[src/rtl/store_merge_ctrl.sv]
// store_merge_ctrl
//   Store sequencer between register B / ALUOut and the word-addressed data
//   memory. Word stores are written directly. Half-word and byte stores read
//   the containing word, merge the new lanes in (little-endian) and write the
//   result back.
//
//   Optional feature macro: STORE_ALIGN_CHECK_EN
//     defined   : misaligned word/half stores and size=11 are rejected through
//                 ERR with a one-cycle misalign pulse.
//     undefined : no ERR state, misalign tied low, the low address bits a
//                 store does not use are ignored, size=11 acts as a word store.
//
// Ports
//   clk, reset      rising-edge clock, asynchronous active-low reset
//   start           one-cycle request, sampled only in IDLE
//   size            00 word, 01 half, 10 byte, 11 reserved
//   addr, wdata     byte address and register value of the store
//   mem_rdata       memory read data, valid READ_WAIT cycles after mem_addr
//   mem_addr        word-aligned address, 0 while idle
//   mem_wdata       word to write, mem_wr one-cycle write strobe
//   busy            high in every state except IDLE
//   done/misalign   one-cycle completion / rejection pulses
module store_merge_ctrl #(
  parameter int unsigned READ_WAIT = 1
) (
  input  logic        clk,
  input  logic        reset,
  input  logic        start,
  input  logic [1:0]  size,
  input  logic [31:0] addr,
  input  logic [31:0] wdata,
  input  logic [31:0] mem_rdata,
  output logic [31:0] mem_addr,
  output logic [31:0] mem_wdata,
  output logic        mem_wr,
  output logic        busy,
  output logic        done,
  output logic        misalign
);

  typedef enum logic [2:0] {
    S_IDLE, S_READ, S_WRITE, S_DONE
`ifdef STORE_ALIGN_CHECK_EN
    , S_ERR
`endif
  } state_t;

  // READ lasts READ_WAIT cycles: the counter counts down to 0 on the last one.
  localparam logic [3:0] CNT_INIT = 4'(READ_WAIT - 1);

  state_t      state_q, state_d;
  logic [31:0] addr_q, addr_d;
  logic [1:0]  size_q, size_d;
  logic [31:0] wdata_q, wdata_d;
  logic [3:0]  cnt_q, cnt_d;
  logic [31:0] mem_wdata_q, mem_wdata_d;
  logic        mem_wr_q, mem_wr_d;
  logic        done_q, done_d;
  logic        busy_q, busy_d;
  logic        misalign_q, misalign_d;

  logic        is_word;
  logic        align_err;
  logic [3:0]  lane_be;
  logic [31:0] lane_mask, lane_data, merged;

  // size=11 only reaches the word path when the alignment check is absent.
  assign is_word = (size == 2'b00) || (size == 2'b11);

`ifdef STORE_ALIGN_CHECK_EN
  assign align_err = (size == 2'b11) ||
                     ((size == 2'b00) && (addr[1:0] != 2'b00)) ||
                     ((size == 2'b01) && addr[0]);
`else
  assign align_err = 1'b0;
`endif

  // Lane merge: replicate the new data across the word and let the byte
  // enables pick which lanes replace the memory word.
  always_comb begin
    lane_mask = '0;
    case (size_q)
      2'b01: begin
        lane_be   = addr_q[1] ? 4'b1100 : 4'b0011;
        lane_data = {2{wdata_q[15:0]}};
      end
      2'b10: begin
        lane_be   = 4'b0001 << addr_q[1:0];
        lane_data = {4{wdata_q[7:0]}};
      end
      default: begin
        lane_be   = 4'b1111;
        lane_data = wdata_q;
      end
    endcase
    for (int k = 0; k < 4; k++) lane_mask[8*k +: 8] = {8{lane_be[k]}};
    merged = (mem_rdata & ~lane_mask) | (lane_data & lane_mask);
  end

  always_comb begin
    state_d     = state_q;
    addr_d      = addr_q;
    size_d      = size_q;
    wdata_d     = wdata_q;
    cnt_d       = cnt_q;
    mem_wdata_d = mem_wdata_q;
    mem_wr_d    = 1'b0;
    done_d      = 1'b0;
    misalign_d  = 1'b0;
    case (state_q)
      S_IDLE: if (start) begin
        addr_d  = addr;
        size_d  = size;
        wdata_d = wdata;
        cnt_d   = CNT_INIT;
        if (align_err) begin
`ifdef STORE_ALIGN_CHECK_EN
          state_d    = S_ERR;
          misalign_d = 1'b1;
`endif
        end else if (is_word) begin
          state_d     = S_WRITE;
          mem_wr_d    = 1'b1;
          mem_wdata_d = wdata;
        end else begin
          state_d = S_READ;
        end
      end
      S_READ: begin
        if (cnt_q == 4'd0) begin
          state_d     = S_WRITE;
          mem_wr_d    = 1'b1;
          mem_wdata_d = merged;
        end else begin
          cnt_d = cnt_q - 4'd1;
        end
      end
      S_WRITE: begin
        state_d = S_DONE;
        done_d  = 1'b1;
      end
      default: state_d = S_IDLE;
    endcase
    busy_d = (state_d != S_IDLE);
  end

  always_ff @(posedge clk or negedge reset) begin
    if (!reset) begin
      state_q     <= S_IDLE;
      addr_q      <= '0;
      size_q      <= '0;
      wdata_q     <= '0;
      cnt_q       <= '0;
      mem_wdata_q <= '0;
      mem_wr_q    <= 1'b0;
      done_q      <= 1'b0;
      busy_q      <= 1'b0;
      misalign_q  <= 1'b0;
    end else begin
      state_q     <= state_d;
      addr_q      <= addr_d;
      size_q      <= size_d;
      wdata_q     <= wdata_d;
      cnt_q       <= cnt_d;
      mem_wdata_q <= mem_wdata_d;
      mem_wr_q    <= mem_wr_d;
      done_q      <= done_d;
      busy_q      <= busy_d;
      misalign_q  <= misalign_d;
    end
  end

  // The latched address is only presented while busy, so mem_addr reads 0 in
  // IDLE and stays stable for the whole operation.
  assign mem_addr  = busy_q ? {addr_q[31:2], 2'b00} : 32'h0;
  assign mem_wdata = mem_wdata_q;
  assign mem_wr    = mem_wr_q;
  assign busy      = busy_q;
  assign done      = done_q;
`ifdef STORE_ALIGN_CHECK_EN
  assign misalign  = misalign_q;
`else
  assign misalign  = 1'b0;
`endif

endmodule
[config.mk]
export PLATFORM = sky130hd
export DESIGN_NAME = store_merge_ctrl
export DESIGN_NICKNAME = d
export VERILOG_FILES = /design/src/rtl/store_merge_ctrl.sv
export SDC_FILE = /design/constraint.sdc
export NUM_CORES = 1
export LEC_CHECK = 0
export BUFFER_PORTS_ARGS = -buffer_cell sky130_fd_sc_hd__buf_2
export CAP_MARGIN = 20
export CORE_MARGIN = 2
export CORE_UTILIZATION = 51
export CTS_CLUSTER_DIAMETER = 150
export DETAILED_ROUTE_END_ITERATION = 16
export PLACE_DENSITY = 0.76
export SLEW_MARGIN = 30
export SYNTH_ARGS = -nofsm -noshare
export SYNTH_HDL_FRONTEND = slang
export SYNTH_SLANG_ARGS = --single-unit
export TNS_END_PERCENT = 30
[constraint.sdc]
create_clock -name clk -period 2.5 [get_ports clk]
set_clock_uncertainty 0.1 [all_clocks]
set_input_delay 0.125 -clock clk [delete_from_list [all_inputs] [get_ports clk]]
set_output_delay 0.125 -clock clk [all_outputs]
set_load 0.03 [all_outputs]
==> flow_summary.yaml <==
run_status:
  status: "finished clean"
clocking:
  h-tree-depth: 3
  cts_buffers: 9
  cts_sinks: 108
  cts_tree: "yes"
  cts.clk_slew.worst_paths_ns: 0.10
  insertion_delay_ns: 0.36
  clock_path_buffers: 2
  root_buffer: "clkbuf_8"
worst_setup_path:
  crit_fanout: 33
  critPathTopFamily: "simple AND/OR/NAND/NOR gates"
  worst_ep_arrival_time_ns: 2.32
  crit_chain: "inv_1, ha_1, or3b_2, nor2_4, a21oi_4, clkinv_4, nand3_1, o211ai_1"
  crit_start: "cnt_q[0]$_DFFE_PN0P_"
  slowest_stage: "dfrtp_1"
  timing.rr.start: "cnt_q[0]$_DFFE_PN0P_"
  critical_path_class: "reg2reg"
  max_stage_delay_ns: 0.39
  crit_buf_inv: 2
  worst_setup_path_end_kind: "flip-flop"
  required_ns: 2.64
  startpoint_type: "flip-flop"
die:
  die_x_um: 105
  rows: 36
  die-area_um2: 11000
  core-area_um2: 9820
  num_io_pins: 169
  fp.dieH_um: 105
  start_util_pct: 52.8
routing:
  wl_per_cell_um: 16.3
  vias_per_cell: 5.48
  drc: 0
  drt_iter0_drc: 306
  routed.top_layer: "met4"
  drt-met1-wl_mm: 6.34
  vias: 5256
  dr.pass1.iters: 5
  wl_met2_mm: 7.62
  wl_met3_mm: 1.03
  routed_wirelength_mm: 15.6
  ant_nets: 0
job:
  max_cap_violations: 0
cells_and_area:
  fin_util_pct: 73.5
  final_common_cell: "nand2_1"
  drive_gt1_share_pct: 24.8
  final_cell_mix: "215 x nand2_1, 164 x buf_2, 108 x dfrtp_1"
  stdcell_count: 959
  diodes: 0
  nNetsFinal: 925
  areaGrowthSynthToFinish_pct: 39.4
min_path:
  worstHoldStart: "mem_rdata[8]"
  worstHoldPathType: "in2reg"
placed_design:
  gp_congestion: 0.840
  portBuffers: 165
  hpwlAfterDp_mm: 9.95
  dp_cells: 853
timing:
  slew_violations: 0
  slew_headroom_pct: 48.2
  final-hold-violation-count: 0
  fin_hold_ws_ns: 0.0281
  finalSetupViolations: 0
  tns_ns: 0
  tightest_slew_ns: 0.777
  rsz0062_at_grt: "no"
  fin_crit_sh_pct: 87.2
  finalCriticalPeriod_ns: 2.18
  max_freq_mhz: 459
logic_synthesis:
  synth_edf_count: 0
  synth_area_um2: 5180
  muxShareOfSynthArea_pct: 3.09
  ys.flop_type: "dfrtp_1"
  yosys.area_share.simple_pct: 23.7
  yosysWarningCount: 0
  synthAdderAreaFrac_pct: 0.725
  yosysSeqAreaShare_pct: 52.2
  syn_inst: 582
  async_reset_ff_share_pct: 100
  syn_avg_cell_area_um2: 8.90
  synth_xor_area_share_pct: 0.338
  synth_top_family_by_area: "simple AND/OR/NAND/NOR gates"
  synth_cell_type_count: 44
  synth_compound_area_share_pct: 15.4
  ys_seq_elements: 108
global_routing:
  antenna_found_initial: 0
  grt_max_degree: 74
  grtUsageTotal_pct: 28.7
  grt_overflow: 0
  grt_pass1_vias: 5213
  grt_pass1_wl_mm: 25.5
power_and_ir_drop:
  peakVddDrop_mv: 0.581
  p_leak_nw: 3.65
  power_density_nw_per_um2: 1270
  finalPower_mw: 9.15
synth_stat cells (all sizes together) (3+ instances only):
library cell / number / area, um^2
nand2: 216 / 811
dfrtp: 108 / 2700
and2: 31 / 194
clkbuf: 30 / 113
a21oi: 22 / 114
nor2: 20 / 82.6
o21ai: 20 / 104
mux2i: 16 / 160
o22ai: 15 / 93.8
a22oi: 14 / 105
buf: 11 / 82.6
nand3: 10 / 50.1
o211ai: 10 / 75.1
a22o: 8 / 70.1
inv: 8 / 30.0
a2111oi: 7 / 80.1
o22a: 7 / 61.3
o32ai: 7 / 61.3
ha: 3 / 37.5
or3b: 3 / 26.3
worst register-to-register path, cell delays in order (launching register included):
cell and delay, ns:
dfrtp_1 0.39, inv_1 0.06, ha_1 0.22, or3b_2 0.24
nor2_4 0.05, a21oi_4 0.34, clkinv_4 0.33, nand3_1 0.22
o211ai_1 0.11
sequential cells by signal, indices dropped and copies added (netlist names):
name / cells
size_q: 2
done: 1
state_q: 3
mem_wdata: 32
wdata_q: 32
mem_wr: 1
busy: 1
addr_q: 32
cnt_q: 4
per-stage QoR:
step / instance area (um^2) / worst slack, ns
after floorplan: 5190 / 0.538
after global placement: 6100 / 0.0280
after detailed placement: 6100 / -0.132
after CTS: 7210 / 0.0907
after global routing: 7220 / 0.150
final: 7220 / 0.320
kinds of logic after synthesis:
kind of cell    after synthesis
xor+xnor                      2
buf+inv                      50
other cells                   1
compound gates              114
mux                          16
simple gates                288
flops                       108
fa+ha+maj                     3
final cells by class:
class / count / area, um^2
Fill cell: 716 / 2600
Clock buffer: 9 / 124
Clock inverter: 7 / 82.6
Timing Repair Buffer: 266 / 1820
Multi-Input combinational cell: 427 / 2280
Tap cell: 133 / 166
Sequential cell: 108 / 2700
Inverter: 9 / 38.8
repair_timing:
item	CTS	global route
hold buffers	90	0
pin swaps	0	0
hold endpoints to repair	143	0
resized for setup	1	4
setup endpoints to repair	32	26
setup buffers	0	0
layer usage:
layer,track usage (%),up-vias
li1,-,2434
met1,38.2,2502
met2,46.4,261
met3,5.43,59
met4,11.4,0
met5,0,-
where the power goes:
group / internal (mW) / switching, mW
combinational: 1.73 / 3.04
clock: 0.481 / 0.635
sequential: 2.60 / 0.669
total: 4.81 / 4.34
path summary, 6_finish.rpt:
| kind | end | slack (ns) | cells past startpoint |
|---|---|---|---|
| setup / recovery | mem_wdata[4]$_DFFE_PN0P_ | 0.32 | 8 |
| setup reg to reg | mem_wdata[4]$_DFFE_PN0P_ | 0.32 | 8 |
| min in group asynchronous | addr_q[6]$_DFFE_PN0P_ | 0.24 | 2 |
| hold / removal | mem_wdata[8]$_DFFE_PN0P_ | 0.03 | 3 |
| hold reg to reg | addr_q[8]$_DFFE_PN0P_ | 0.38 | 2 |
| max in group asynchronous | done$_DFF_PN0_ | 1.34 | 3 |
Power figures use the tool's default switching activity.
